### src/rtl/dm_hart_handshake_ctrl.sv
// ----------------------------------------------------------------------------
// dm_hart_handshake_ctrl
//
// Debug-module side of the hart park-loop handshake. Each hart spinning in the
// debug ROM polls its flag byte at 0x400+hartid (bit0 = go, bit1 = resume) and
// reports progress by writing its hartid to one of the mailbox words:
//   0x100 HALTED, 0x104 GOING, 0x108 RESUMING, 0x10C EXCEPTION.
// This block owns those flag bytes, tracks halted/resumeack per hart, and runs
// a small abstract-command FSM (IDLE -> GO_WAIT -> EXEC -> IDLE).
//
// Handshake semantics: there is no valid/ready pair here. Every DM-side request
// (resumereq, cmd_go) is a single-cycle strobe that is either accepted on that
// cycle or dropped; the hart side is a plain write strobe (mem_wen) and read
// strobe (mem_ren) with read data returned exactly one cycle later.
//
// Ports:
//   clk, rst_n      clock, asynchronous active-low reset
//   dmactive        low = synchronous clear of every register
//   hartsel         hart targeted by resumereq / cmd_go
//   haltreq         per-hart level halt request
//   resumereq       one-cycle resume request for hartsel
//   cmd_go          one-cycle abstract-command start for hartsel
//   mem_wen/waddr/wdata   hart-side mailbox write (wdata[HART_W-1:0] = hartid)
//   mem_ren/raddr   hart-side flag read
//   mem_rdata/rhit  registered read data / flag-region hit
//   debug_req       registered debug interrupt per hart
//   halted          hart parked in ROM
//   resumeack       sticky resume acknowledge
//   cmd_busy        command FSM not idle
//   cmd_done/cmd_exc/cmd_err_halt  one-cycle status pulses
//   dbg_state       current command FSM state (observability only)
// ----------------------------------------------------------------------------
module dm_hart_handshake_ctrl #(
  parameter int HART_NUM = 1,
  parameter int HART_W   = 2
) (
  input  logic                clk,
  input  logic                rst_n,
  input  logic                dmactive,
  input  logic [HART_W-1:0]   hartsel,
  input  logic [HART_NUM-1:0] haltreq,
  input  logic                resumereq,
  input  logic                cmd_go,
  input  logic                mem_wen,
  input  logic [11:0]         mem_waddr,
  input  logic [31:0]         mem_wdata,
  input  logic                mem_ren,
  input  logic [11:0]         mem_raddr,
  output logic [31:0]         mem_rdata,
  output logic                mem_rhit,
  output logic [HART_NUM-1:0] debug_req,
  output logic [HART_NUM-1:0] halted,
  output logic [HART_NUM-1:0] resumeack,
  output logic                cmd_busy,
  output logic                cmd_done,
  output logic                cmd_exc,
  output logic                cmd_err_halt,
  output logic [1:0]          dbg_state
);

  typedef enum logic [1:0] {
    S_IDLE    = 2'd0,
    S_GO_WAIT = 2'd1,
    S_EXEC    = 2'd2
  } state_t;

  state_t r_state, w_state_nxt;

  logic [HART_NUM-1:0] r_go, r_resume, r_halted, r_ack, r_debug_req, r_cmd_oh;
  logic [HART_NUM-1:0] w_go_nxt, w_resume_nxt, w_halted_nxt, w_ack_nxt;
  logic [HART_NUM-1:0] w_wid_oh, w_sel_oh;
  logic [31:0]         r_rdata, w_flag_word;
  logic                r_rhit;
  logic                r_cmd_done, r_cmd_exc, r_cmd_err;
  logic                w_done_nxt, w_exc_nxt, w_err_nxt;
  logic                w_cmd_start, w_go_abort, w_res_acc;
  logic                w_sel_halted, w_from_cmd;
  logic                w_wr_halted, w_wr_going, w_wr_resuming, w_wr_exc;
  logic [HART_W-1:0]   w_wid;
  logic                w_unused;

  assign w_wid    = mem_wdata[HART_W-1:0];
  assign w_unused = ^mem_wdata[31:HART_W];

  // One-hot decode of the written hartid and of hartsel. An id at or above
  // HART_NUM decodes to all zeros, which is what makes such writes and
  // requests fall through as no-ops.
  always_comb begin
    w_wid_oh = '0;
    w_sel_oh = '0;
    for (int i = 0; i < HART_NUM; i++) begin
      w_wid_oh[i] = (w_wid == HART_W'(i));
      w_sel_oh[i] = (hartsel == HART_W'(i));
    end
  end

  assign w_sel_halted  = |(w_sel_oh & r_halted);
  assign w_from_cmd    = |(w_wid_oh & r_cmd_oh);
  assign w_wr_halted   = mem_wen && (mem_waddr == 12'h100) && (|w_wid_oh);
  assign w_wr_going    = mem_wen && (mem_waddr == 12'h104) && (|w_wid_oh);
  assign w_wr_resuming = mem_wen && (mem_waddr == 12'h108) && (|w_wid_oh);
  assign w_wr_exc      = mem_wen && (mem_waddr == 12'h10C) && (|w_wid_oh);

  // cmd_go takes priority: a resumereq in the same cycle is dropped even when
  // the command itself is rejected.
  assign w_res_acc = resumereq && !cmd_go && (r_state == S_IDLE) && w_sel_halted;

  // Command FSM: next state and pulse requests.
  always_comb begin
    w_state_nxt = r_state;
    w_done_nxt  = 1'b0;
    w_exc_nxt   = 1'b0;
    w_err_nxt   = 1'b0;
    w_cmd_start = 1'b0;
    w_go_abort  = 1'b0;
    case (r_state)
      S_IDLE: begin
        if (cmd_go) begin
          if (w_sel_halted) begin
            w_cmd_start = 1'b1;
            w_state_nxt = S_GO_WAIT;
          end else begin
            w_err_nxt = 1'b1;
          end
        end
      end
      S_GO_WAIT: begin
        if (w_wr_going && w_from_cmd) begin
          w_state_nxt = S_EXEC;
        end else if (w_wr_exc && w_from_cmd) begin
          // Hart faulted before picking up the go flag: retract it.
          w_go_abort  = 1'b1;
          w_exc_nxt   = 1'b1;
          w_state_nxt = S_IDLE;
        end
      end
      S_EXEC: begin
        if (w_wr_halted && w_from_cmd) begin
          w_done_nxt  = 1'b1;
          w_state_nxt = S_IDLE;
        end else if (w_wr_exc && w_from_cmd) begin
          w_exc_nxt   = 1'b1;
          w_state_nxt = S_IDLE;
        end
      end
      default: w_state_nxt = S_IDLE;
    endcase
  end

  // Per-hart flag and status updates.
  always_comb begin
    w_go_nxt     = r_go;
    w_resume_nxt = r_resume;
    w_halted_nxt = r_halted;
    w_ack_nxt    = r_ack;
    if (w_cmd_start)   w_go_nxt = w_go_nxt | w_sel_oh;
    if (w_wr_going)    w_go_nxt = w_go_nxt & ~w_wid_oh;
    if (w_go_abort)    w_go_nxt = w_go_nxt & ~r_cmd_oh;
    if (w_res_acc) begin
      w_resume_nxt = w_resume_nxt | w_sel_oh;
      w_ack_nxt    = w_ack_nxt & ~w_sel_oh;
    end
    if (w_wr_resuming) begin
      w_halted_nxt = w_halted_nxt & ~w_wid_oh;
      w_resume_nxt = w_resume_nxt & ~w_wid_oh;
      w_ack_nxt    = w_ack_nxt | w_wid_oh;
    end
    if (w_wr_halted)   w_halted_nxt = w_halted_nxt | w_wid_oh;
  end

  // Flag word as currently stored; a read always sees pre-update values.
  always_comb begin
    w_flag_word = '0;
    for (int k = 0; k < HART_NUM; k++) begin
      w_flag_word[8*k +: 8] = {6'b0, r_resume[k], r_go[k]};
    end
  end

  always_ff @(posedge clk or negedge rst_n) begin
    if (!rst_n) begin
      r_state <= S_IDLE;
    end else if (!dmactive) begin
      r_state <= S_IDLE;
    end else begin
      r_state <= w_state_nxt;
    end
  end

  always_ff @(posedge clk or negedge rst_n) begin
    if (!rst_n) begin
      r_go        <= '0;
      r_resume    <= '0;
      r_halted    <= '0;
      r_ack       <= '0;
      r_debug_req <= '0;
      r_cmd_oh    <= '0;
      r_rdata     <= '0;
      r_rhit      <= 1'b0;
      r_cmd_done  <= 1'b0;
      r_cmd_exc   <= 1'b0;
      r_cmd_err   <= 1'b0;
    end else if (!dmactive) begin
      r_go        <= '0;
      r_resume    <= '0;
      r_halted    <= '0;
      r_ack       <= '0;
      r_debug_req <= '0;
      r_cmd_oh    <= '0;
      r_rdata     <= '0;
      r_rhit      <= 1'b0;
      r_cmd_done  <= 1'b0;
      r_cmd_exc   <= 1'b0;
      r_cmd_err   <= 1'b0;
    end else begin
      r_go        <= w_go_nxt;
      r_resume    <= w_resume_nxt;
      r_halted    <= w_halted_nxt;
      r_ack       <= w_ack_nxt;
      r_debug_req <= haltreq & ~r_halted;
      if (w_cmd_start) r_cmd_oh <= w_sel_oh;
      r_rhit      <= mem_ren && (mem_raddr == 12'h400);
      r_rdata     <= (mem_ren && (mem_raddr == 12'h400)) ? w_flag_word : 32'h0;
      r_cmd_done  <= w_done_nxt;
      r_cmd_exc   <= w_exc_nxt;
      r_cmd_err   <= w_err_nxt;
    end
  end

  assign mem_rdata    = r_rdata;
  assign mem_rhit     = r_rhit;
  assign debug_req    = r_debug_req;
  assign halted       = r_halted;
  assign resumeack    = r_ack;
  assign cmd_busy     = (r_state != S_IDLE);
  assign cmd_done     = r_cmd_done;
  assign cmd_exc      = r_cmd_exc;
  assign cmd_err_halt = r_cmd_err;
  assign dbg_state    = r_state;

endmodule

### config.mk
export PLATFORM = sky130hd
export DESIGN_NAME = dm_hart_handshake_ctrl
export DESIGN_NICKNAME = d
export VERILOG_FILES = /design/src/rtl/dm_hart_handshake_ctrl.sv
export SDC_FILE = /design/constraint.sdc
export NUM_CORES = 1
export LEC_CHECK = 0
export ABC_AREA = 1
export BUFFER_PORTS_ARGS = -buffer_cell sky130_fd_sc_hd__buf_2
export CAP_MARGIN = 10
export CORE_UTILIZATION = 34
export CTS_BUF_LIST = sky130_fd_sc_hd__clkbuf_4
export DETAILED_ROUTE_END_ITERATION = 7
export HOLD_SLACK_MARGIN = 0.08
export PLACE_DENSITY = 0.84
export RECOVER_POWER = 50
export REMOVE_ABC_BUFFERS = 1
export SLEW_MARGIN = 25
export SYNTH_ARGS = -nofsm -noshare
export SYNTH_HDL_FRONTEND = slang
export SYNTH_SLANG_ARGS = --single-unit
### constraint.sdc
create_clock -name clk -period 1.4 [get_ports clk]
set_clock_uncertainty 0.2 [all_clocks]
set_input_delay 0.28 -clock clk [delete_from_list [all_inputs] [get_ports clk]]
set_output_delay 0.28 -clock clk [all_outputs]
set_load 0.005 [all_outputs]
==> metrics.yaml, run 1 <==
status: "finished with violations"
failed_checks: "setup timing"
vdd_drop_max_uv: 275
path_cells: "inv_2 > ha_4 > inv_2 > buf_2"
slew_violations: 0
antenna_left: 0
drtPass1Iterations: 4
synthTopCellsByArea: "dfrtp_1 (30%), buf_4 (20%), nand2_1 (9.8%), nor2_1 (7.2%), inv_1 (6.9%)"
netlist_area_sq_um: 1150
yosysUniqueCellTypes: 27
grt_util_all_layers_pct: 16.0
fp.dieH_um: 60.2
clk_latency_ps: 290
cp.arrival_ps: 1060
grt_pass1_wl_mm: 4.21
dieArea_sq_um: 3620
hold_path_depth: 4
num_rows: 20
cp_common_cell: "inv_2"
cts-hold-fix-buffers: 3
initial_utilization_pct: 36.8
drc: 0
ys_warn_count: 0
drv_cap: 0
postLayoutCellArea_sq_um: 1620
min_path_type: "in2reg"
synth_area_per_cell_sq_um: 7.37
reg2reg_slack_ps: -80
setup_viol: 8
crit_path_end_kind: "output port"
final-hold-violation-count: 0
clk_pin_slew_ps: 90
r2r_end: "dbg_state[1]"
grt_overflow_total: 0
port_buffers: 47
clk_path_buf_depth: 2
postLayoutCoreUtil_pct: 51.6
avgViaCountPerCell: 4.07
diodes: 0
fmax_mhz: 649
core_area_sq_um: 3130
crit_slowest_cell: "dfrtp_1"
start_kind: "register"
areaGrowthSynthToFinish_pct: 40.5
dp_hpwl_mm: 2.02
worst-setup-path-type: "reg2out"
cts_max_level: 1
period_minus_slack_ps: 1540
fin_nets: 300
pin_count: 108
powerDensity_nw_per_um2: 675
fin_crit_sh_pct: 110
wl_per_cell_um: 9.70
root_buffer: "clkbuf_4"
min-delay-start: "mem_raddr[2]"
rsz0062_at_grt: "true"
worstPathRequired_ps: 920
yosysTopAreaCellShare_pct: 30.5
yosysTopAreaCell: "dfrtp_1"
drive_gt1_share_pct: 41.9
placed_cell_area_sq_um: 1450
r2r_cells: 7
cts_tree: "yes"
total_power_mw: 1.09
first_global_vias: 1005
leakagePower_nw: 0.918
wirelength_mm: 2.65
yosysSeqAreaShare_pct: 30.5
finalWorstSetupSlack_ps: -142
post-place-ws_ps: -154
syn_inst: 156
cts.sinks: 14
max_stage_delay_ps: 390
whs_endpoint: "mem_rhit"
grt_start_max_net_pins: 15
cp_max_fo: 2
gp_congestion: 0.834
r2r-start: "r_cmd_oh"
vias: 1112
dieWidth_um: 60.2
cts_buffers: 3
ys_ff_latch: 14
antenna_found_initial: 0
drtIter0Drc: 52
worst max-delay path, delay by kind of cell, from the launching register on:
kind	cells	cell delay (ps)
adders and majority gates	1	140
buffers and inverters	3	250
DFF	1	390
placed cells by master, fill, tap and decap left out, drive strengths merged:
cell	synthesis	final
nand4	4	4
nor3b	1	1
nor3	3	3
inv	22	22
nand2	32	32
o211ai	1	1
nand3	10	10
nor2	24	24
o21ai	2	2
clkbuf	0	4
a21oi	4	4
ha	4	4
or2	2	2
nor4	1	1
buf	31	67
clkinv	0	1
conb	1	30
dlygate4sd3	0	3
dfrtp	14	14
area by class of cell:
cell class                 instances  area [sq um]
timing repair buffer              71           437
tap                               44          55.1
fill                             303          1510
clock inverter                     1          3.75
sequential                        14           350
inverter                          22          82.6
multi-input combinational        118           664
clock buffer                       3          22.5
repair_timing:
action	in CTS	in global routing
endpoints found under the hold margin	17	1
resized for setup	14	9
setup buffers	4	0
pin swaps	7	9
setup endpoints to repair	9	12
worst max path at each step:
stage                  from            to  cells past startpoint
4_1_cts        dbg_state[0]  dbg_state[1]                     10
6_report       dbg_state[1]      cmd_busy                      4
2_1_floorplan  dbg_state[0]  dbg_state[1]                      9
5_1_grt        dbg_state[0]      cmd_busy                      4
3_5_place_dp   mem_wdata[1]        halted                      9
3_3_place_gp   mem_wdata[1]  dbg_state[0]                     11
registers in the layout, indices dropped and copies added, names as in the netlist:
signal / count
r_cmd_oh: 1
resumeack: 1
cmd_done: 1
r_go: 1
dbg_state: 2
debug_req: 1
halted: 1
r_resume: 1
mem_rdata: 2
cmd_err_halt: 1
mem_rhit: 1
cmd_exc: 1
synth_stat cells:
cell / count
nand4_1: 3
buf_2: 1
nand3_2: 1
nor3_2: 1
inv_1: 21
nor2_4: 1
nor2_8: 1
nand3_1: 9
nor3_1: 2
a21oi_1: 3
nor4_2: 1
nand4_2: 1
nand2_2: 2
inv_2: 1
ha_1: 4
or2_4: 1
nand2_1: 30
dfrtp_1: 14
a21oi_2: 1
o211ai_1: 1
conb_1: 1
or2_1: 1
buf_4: 30
nor2_1: 22
o21ai_0: 1
o21ai_1: 1
nor3b_4: 1
report_power, final:
group          switching [mW]  internal (mW)
sequential            0.00633          0.416
clock                   0.140          0.104
combinational           0.212          0.212
cell families (layout without fill, tap and decap cells):
group,after synthesis,count (layout),share of synthesized area [%]
other cells,1,30,0.326
simple gates,77,77,34.1
buf+inv,53,97,27.2
compound gates,7,7,3.59
flops,14,14,30.5
fa+ha+maj,4,4,4.35
stage by stage:
stage / TNS (ps) / cells / hold WS [ps]
CTS: -571 / 274 / 34.5
global route: -1100 / 273 / 58.6
floorplan: -115 / 154 / -216
finish: -493 / 273 / 30.5
global placement: -647 / 263 / -17.4
detailed placement: -784 / 263 / -13.8
layer usage:
| layer | track usage [%] | up-vias | wire length [um] |
|---|---|---|---|
| li1 | - | 566 | - |
| met1 | 17.9 | 495 | 1080 |
| met2 | 28.4 | 46 | 1370 |
| met3 | 3.90 | 5 | 143 |
| met4 | 6.98 | 0 | 51 |
| met5 | 0 | - | 0 |
No activity file was read; power rests on OpenSTA's default activity.
==> run 2, diff against run 1 <==
Settings changed: CAP_MARGIN 10 to 5, MAX_ROUTING_LAYER set to met4, RECOVER_POWER 50 to 25.
==> run 2 against run 1 <==
The flow still finishes with violations (setup timing); cell count did not move; die area did not move; hold slack barely moved; register-to-register slack barely moved; fmax barely moved; largest power group unchanged; global-route usage rose by 0.42 points; sequential power barely moved; critical path depth did not move; combinational power barely moved; largest cell class unchanged; power barely moved.
==> metrics.yaml, run 2 (synthesis results as in run 1) <==
status: "finished with violations"
failed_checks: "setup timing"
max_stage_delay_ps: 390  # about the same
gp_congestion: 0.846  # +1.5%
power.share.sequential_pct: 38.7  # about the same
cp_max_fo: 2  # unchanged
hold_path_depth: 4  # unchanged
fp.dieH_um: 60.2  # unchanged
worst-path-buf-inv: 3  # unchanged
p_clk_share_pct: 22.4  # about the same
post-place-ws_ps: -154  # unchanged
cp.arrival_ps: 1060  # about the same
slew_violations: 0  # unchanged
cts.sinks: 14  # unchanged
netSwitchingFraction_pct: 32.9  # +0.044 points
dp_hpwl_mm: 2.02  # unchanged
grt_pass1_wl_mm: 4.19  # -0.50%
diodes: 0  # unchanged
crit_family: "flip-flops"
first_global_vias: 1009  # +0.40%
final_cell_mix: "buf_2 (45), conb_1 (30), nand2_1 (28)"
cp.depth: 4  # unchanged
path_cells: "inv_2 > ha_4 > inv_2 > buf_2"
drtPass1Iterations: 4  # unchanged
worst-setup-path-type: "reg2out"
areaGrowthSynthToFinish_pct: 40.5  # unchanged
crit_path_end_kind: "output port"
crit_slowest_cell: "dfrtp_1"
cts_tree: "yes"
postLayoutCoreUtil_pct: 51.6  # unchanged
wl_per_cell_um: 9.75  # +0.53%
period_minus_slack_ps: 1540  # +0.0560 ps
cts_buffers: 3  # unchanged
layout_commonest_cell: "buf_2"
clk_path_buf_depth: 2  # unchanged
start_kind: "register"
drc: 0  # unchanged
fmax_mhz: 649  # about the same
wirelength_mm: 2.66  # +0.53%
finalWorstSetupSlack_ps: -142  # -0.0560 ps
power_switching_mw: 0.359  # +0.18%
hold_slack_ps: 30.2  # -0.266 ps
root_buffer: "clkbuf_4"
port_buffers: 47  # unchanged
avgViaCountPerCell: 4.08  # +0.18%
core_area_sq_um: 3130  # unchanged
clk_pin_slew_ps: 90  # about the same
grt_overflow_total: 0  # unchanged
num_rows: 20  # unchanged
p_int_mw: 0.732  # about the same
setup_viol: 9  # +1
post_layout_nonfiller_instances: 273  # unchanged
fillers: 303  # unchanged
cp_common_cell: "inv_2"
clk_latency_ps: 290  # about the same
powerDensity_nw_per_um2: 676  # about the same
pin_count: 108  # unchanged
total_power_mw: 1.09  # about the same
drv_cap: 0  # unchanged
grt_start_max_net_pins: 15  # unchanged
fin_nets: 300  # unchanged
rsz0062_at_grt: "true"
grt_util_all_layers_pct: 16.4  # +0.42 points
initial_utilization_pct: 36.8  # unchanged
cts-hold-fix-buffers: 3  # unchanged
min_path_type: "in2reg"
p_comb_share_pct: 38.9  # about the same
drive_gt1_share_pct: 41.9  # unchanged
leakagePower_nw: 0.918  # unchanged
worstPathRequired_ps: 920  # about the same
drtIter0Drc: 34  # -35%
fin_crit_sh_pct: 110  # about the same
placed_cells: 263  # unchanged
dieWidth_um: 60.2  # unchanged
vdd_drop_max_uv: 275  # about the same
cts_max_level: 1  # unchanged
antenna_found_initial: 0  # unchanged
dieArea_sq_um: 3620  # unchanged
vias: 1114  # +0.18%
r2r_cells: 8  # +1
final-hold-violation-count: 0  # unchanged
antenna_left: 0  # unchanged
==> run 2: cell counts in the layout (fill, tap and decap cells not counted) <==
Identical to the previous run, type by type.
==> run 2: worst reg2reg max path, cell delays in order, from the launching register on <==
cell	delay, ps
dfrtp_1	390
inv_2	90
ha_4	150
buf_6	100
buf_4	100
nand3_1	130
nand2_1	100
o211ai_1	80
nor2_1	80
==> run 2: metrics by stage <==
step / setup TNS (ps) / cell area, sq um
after CTS: -571 / 1570
after detailed placement: -784 / 1450
after floorplan: -115 / 1030
after global routing: -1100 / 1620
after global placement: -647 / 1450
final: -538 / 1620
==> run 2: path summary, 6_finish.rpt <==
check / startpoint / endpoint / slack (ps)
max: dbg_state[1] / cmd_busy / -140
min: mem_raddr[2] / mem_rhit / 30
max reg2reg: dbg_state[1] / r_go / -80
min reg2reg: r_resume / mem_rdata[1] / 300
max in group asynchronous: rst_n / resumeack / 540
min in group asynchronous: rst_n / halted / 210
==> run 2: per-layer routing <==
layer | up-vias | track usage (%) | routed length [um]
met4 | 0 | 6.98 | 50
met1 | 494 | 17.9 | 1090
met5 | - | - | 0
li1 | 566 | - | -
met3 | 5 | 3.46 | 139
met2 | 49 | 28.6 | 1380
==> run 2: area by class of cell <==
class	count	area (sq um)	area share [%]
multi-input combinational	118	664	41.1
timing repair buffer	71	437	27.0
sequential	14	350	21.7
inverter	22	82.6	5.11
tap	44	55.1	3.41
clock buffer	3	22.5	1.39
clock inverter	1	3.75	0.232
==> run 2: power groups by stage <==
| stage | Clock (mW) | Combinational (mW) | Sequential [mW] |
|---|---|---|---|
| after floorplan | 0 | 0.136 | 0.438 |
| after global placement | 0 | 0.318 | 0.429 |
| after detailed placement | 0 | 0.328 | 0.429 |
| after CTS | 0.243 | 0.376 | 0.423 |
| after global routing | 0.261 | 0.474 | 0.424 |
| final | 0.244 | 0.425 | 0.423 |
==> run 2: timing repair <==
| item | CTS | global route |
|---|---|---|
| pin swaps | 7 | 9 |
| setup endpoints to repair | 9 | 12 |
| gates cloned | 0 | 0 |
| resized for setup | 14 | 9 |
| hold endpoints to repair | 17 | 1 |
| setup buffers | 4 | 0 |
==> run 3, diff against run 2 <==
Settings changed: ABC_AREA 1 to unset, CORE_UTILIZATION 34 to 33, PLACE_DENSITY 0.84 to 0.85.
==> run 3 against run 2 <==
Sequential power down 4%; worst setup slack worse by 160 ps; die area down 4.7%; power fell by 25%; sequential cell count unchanged; design area grew 6.5%; via count grew 3.1%; critical path type unchanged; fmax decreased by 9.4%; the flow still finishes with violations (setup timing); clock power is essentially flat; register-to-register slack got worse by 220 ps; combinational power is 61% lower; critical path depth is 1 higher.
==> metrics.yaml, run 3 <==
status: "finished with violations"
failed_checks: "setup timing"
hold_slack_ps: 96.9  # +66.7 ps
powerDensity_nw_per_um2: 475  # -30%
cts_buffers: 3  # unchanged
total_power_mw: 0.817  # -25%
drtPass1Iterations: 4  # unchanged
leakagePower_nw: 0.856  # -6.8%
synth_edf_count: 0  # unchanged
yosysSeqAreaShare_pct: 33.0  # +2.5 points
worst-setup-path-type: "reg2out"
clk_latency_ps: 290  # about the same
num_rows: 20  # unchanged
placed_cell_area_sq_um: 1410  # -2.8%
synth_ff_type: "dfrtp_1"
yosysMostFrequentCell: "buf_4"
diodes: 0  # unchanged
root_buffer: "clkbuf_4"
slew_violations: 0  # unchanged
synthTopCellsByArea: "dfrtp_1 (33%), buf_4 (21%), ha_1 (4.7%), inv_1 (3.5%), nor3_1 (2.8%)"
dieWidth_um: 58.7  # -2.4%
cts.sinks: 14  # unchanged
cts_tree: "yes"
port_buffers: 47  # unchanged
fin_nets: 270  # -10%
yosysTopAreaCellShare_pct: 33.0  # +2.5 points
avgViaCountPerCell: 4.72  # +16%
rsz0062_at_grt: "true"
post-place-ws_ps: -413  # -258 ps
yosysUniqueCellTypes: 35  # +30%
gp_congestion: 0.936  # +11%
first_global_vias: 959  # -5.0%
synth_area_per_cell_sq_um: 9.00  # +22%
clk_path_buf_depth: 2  # unchanged
fp.dieH_um: 58.7  # -2.4%
drtIter0Drc: 38  # +12%
drive_gt1_share_pct: 54.3  # +12 points
ys_warn_count: 0  # unchanged
min_path_type: "in2reg"
finalWorstSetupSlack_ps: -302  # -160 ps
final_cell_mix: "buf_2 (40), conb_1 (30), buf_4 (21)"
antenna_found_initial: 0  # unchanged
grt_overflow_total: 0  # unchanged
initial_utilization_pct: 34.8  # -2.0 points
syn_inst: 118  # -24%
cts_max_level: 1  # unchanged
crit_path_end_kind: "output port"
fmax_mhz: 588  # -9.4%
antenna_left: 0  # unchanged
fin_crit_sh_pct: 122  # +11 points
drv_cap: 0  # unchanged
worstPathRequired_ps: 920  # about the same
clk_pin_slew_ps: 90  # about the same
wl_per_cell_um: 13.0  # +33%
pin_count: 108  # unchanged
vias: 1148  # +3.1%
final-hold-violation-count: 0  # unchanged
grt_start_max_net_pins: 15  # unchanged
start_kind: "register"
vdd_drop_max_uv: 205  # -26%
setup_viol: 11  # +2
grt_pass1_wl_mm: 3.99  # -4.8%
yosysTopAreaCell: "dfrtp_1"
dp_hpwl_mm: 2.00  # -0.89%
ys_top_cells_by_count: "buf_4 (30), dfrtp_1 (14), inv_1 (10), nor2_1 (7), nor3_1 (6)"
core_area_sq_um: 3050  # -2.4%
ys_ff_latch: 14  # unchanged
synthArstFlopShare_pct: 100  # unchanged
grt_util_all_layers_pct: 15.7  # -0.79 points
areaGrowthSynthToFinish_pct: 62.0
cp.arrival_ps: 1220  # +160 ps
wirelength_mm: 3.16  # +19%
postLayoutCellArea_sq_um: 1720  # +6.5%
netlist_area_sq_um: 1060  # -7.6%
layout_commonest_cell: "buf_2"
postLayoutCoreUtil_pct: 56.4  # +4.7 points
dieArea_sq_um: 3450  # -4.7%
drc: 0  # unchanged
period_minus_slack_ps: 1700  # +160 ps
cp_max_fo: 4  # +2
==> run 3: cell types whose count changed after synthesis, moves of 2 or more <==
cell,previous run,this run
nand2_2,2,0
nor2_1,22,7
inv_1,21,10
nor3_1,2,6
nand2_1,30,5
nand4b_1,0,2
nor3b_1,0,3
o21a_1,0,2
nand3_1,9,3
nor4_1,0,4
==> run 3: path summary, 6_finish.rpt <==
path | start | endpoint | slack (ps) | depth (start not counted)
min in group asynchronous | rst_n | cmd_err_halt | 230 | 2
worst max-delay path | dbg_state[0] | cmd_busy | -300 | 5
max in group asynchronous | rst_n | dbg_state[1] | 500 | 2
worst min-delay path | mem_raddr[7] | mem_rdata[1] | 100 | 4
worst max register to register | dbg_state[0] | dbg_state[1] | -300 | 5
worst min register to register | r_resume | mem_rdata[1] | 310 | 2
==> run 3: cell families after synthesis <==
family                     Yosys count  synth area share [%]
and+or+nand+nor                     44                  27.9
adders and majority gates            4                  4.71
DFF                                 14                  33.0
muxes                                1                 0.942
buffers and inverters               41                  25.1
other                                1                 0.353
AOI/OAI and AO/OA                   13                  8.01
==> run 3: area by class of cell <==
| class | count | area, sq um |
|---|---|---|
| Fill cell | 277 | 1330 |
| Multi-Input combinational cell | 92 | 693 |
| Timing Repair Buffer | 79 | 551 |
| Sequential cell | 14 | 353 |
| Tap cell | 44 | 55.1 |
| Inverter | 10 | 42.5 |
| Clock buffer | 3 | 22.5 |
| Clock inverter | 1 | 3.75 |
==> run 3: worst max-delay path: stages, from the launching register on <==
cell and delay [ps]:
dfrtp_2 480, inv_4 100, ha_4 130, buf_6 90
inv_2 30, buf_6 100
==> run 3: layer usage <==
metal	up-vias	track usage [%]	share of wire, %
li1	520	-	-
met1	544	17.4	37
met2	67	26.5	53
met3	17	2.86	6.7
met4	0	8.50	3.7
met5	-	-	0
==> run 3: report_power, final <==
part	switching, mW	internal (mW)
logic	0.0903	0.0767
registers	0.000846	0.407
clock network	0.138	0.104
total	0.229	0.587
==> run 3: timing repair <==
action / CTS / global route
pin swaps: 9 / 7
gates resized for setup: 26 / 24
endpoints found under the hold margin: 16 / 0
hold buffers: 3 / 0
endpoints found under the setup margin: 10 / 13
buffers inserted: 3 / 3
==> run 3: stage by stage <==
step / setup TNS, ps / std cells
global route: -2410 / 243
CTS: -1730 / 241
finish: -2040 / 243
floorplan: -665 / 116
detailed placement: -2720 / 231
global placement: -2510 / 231
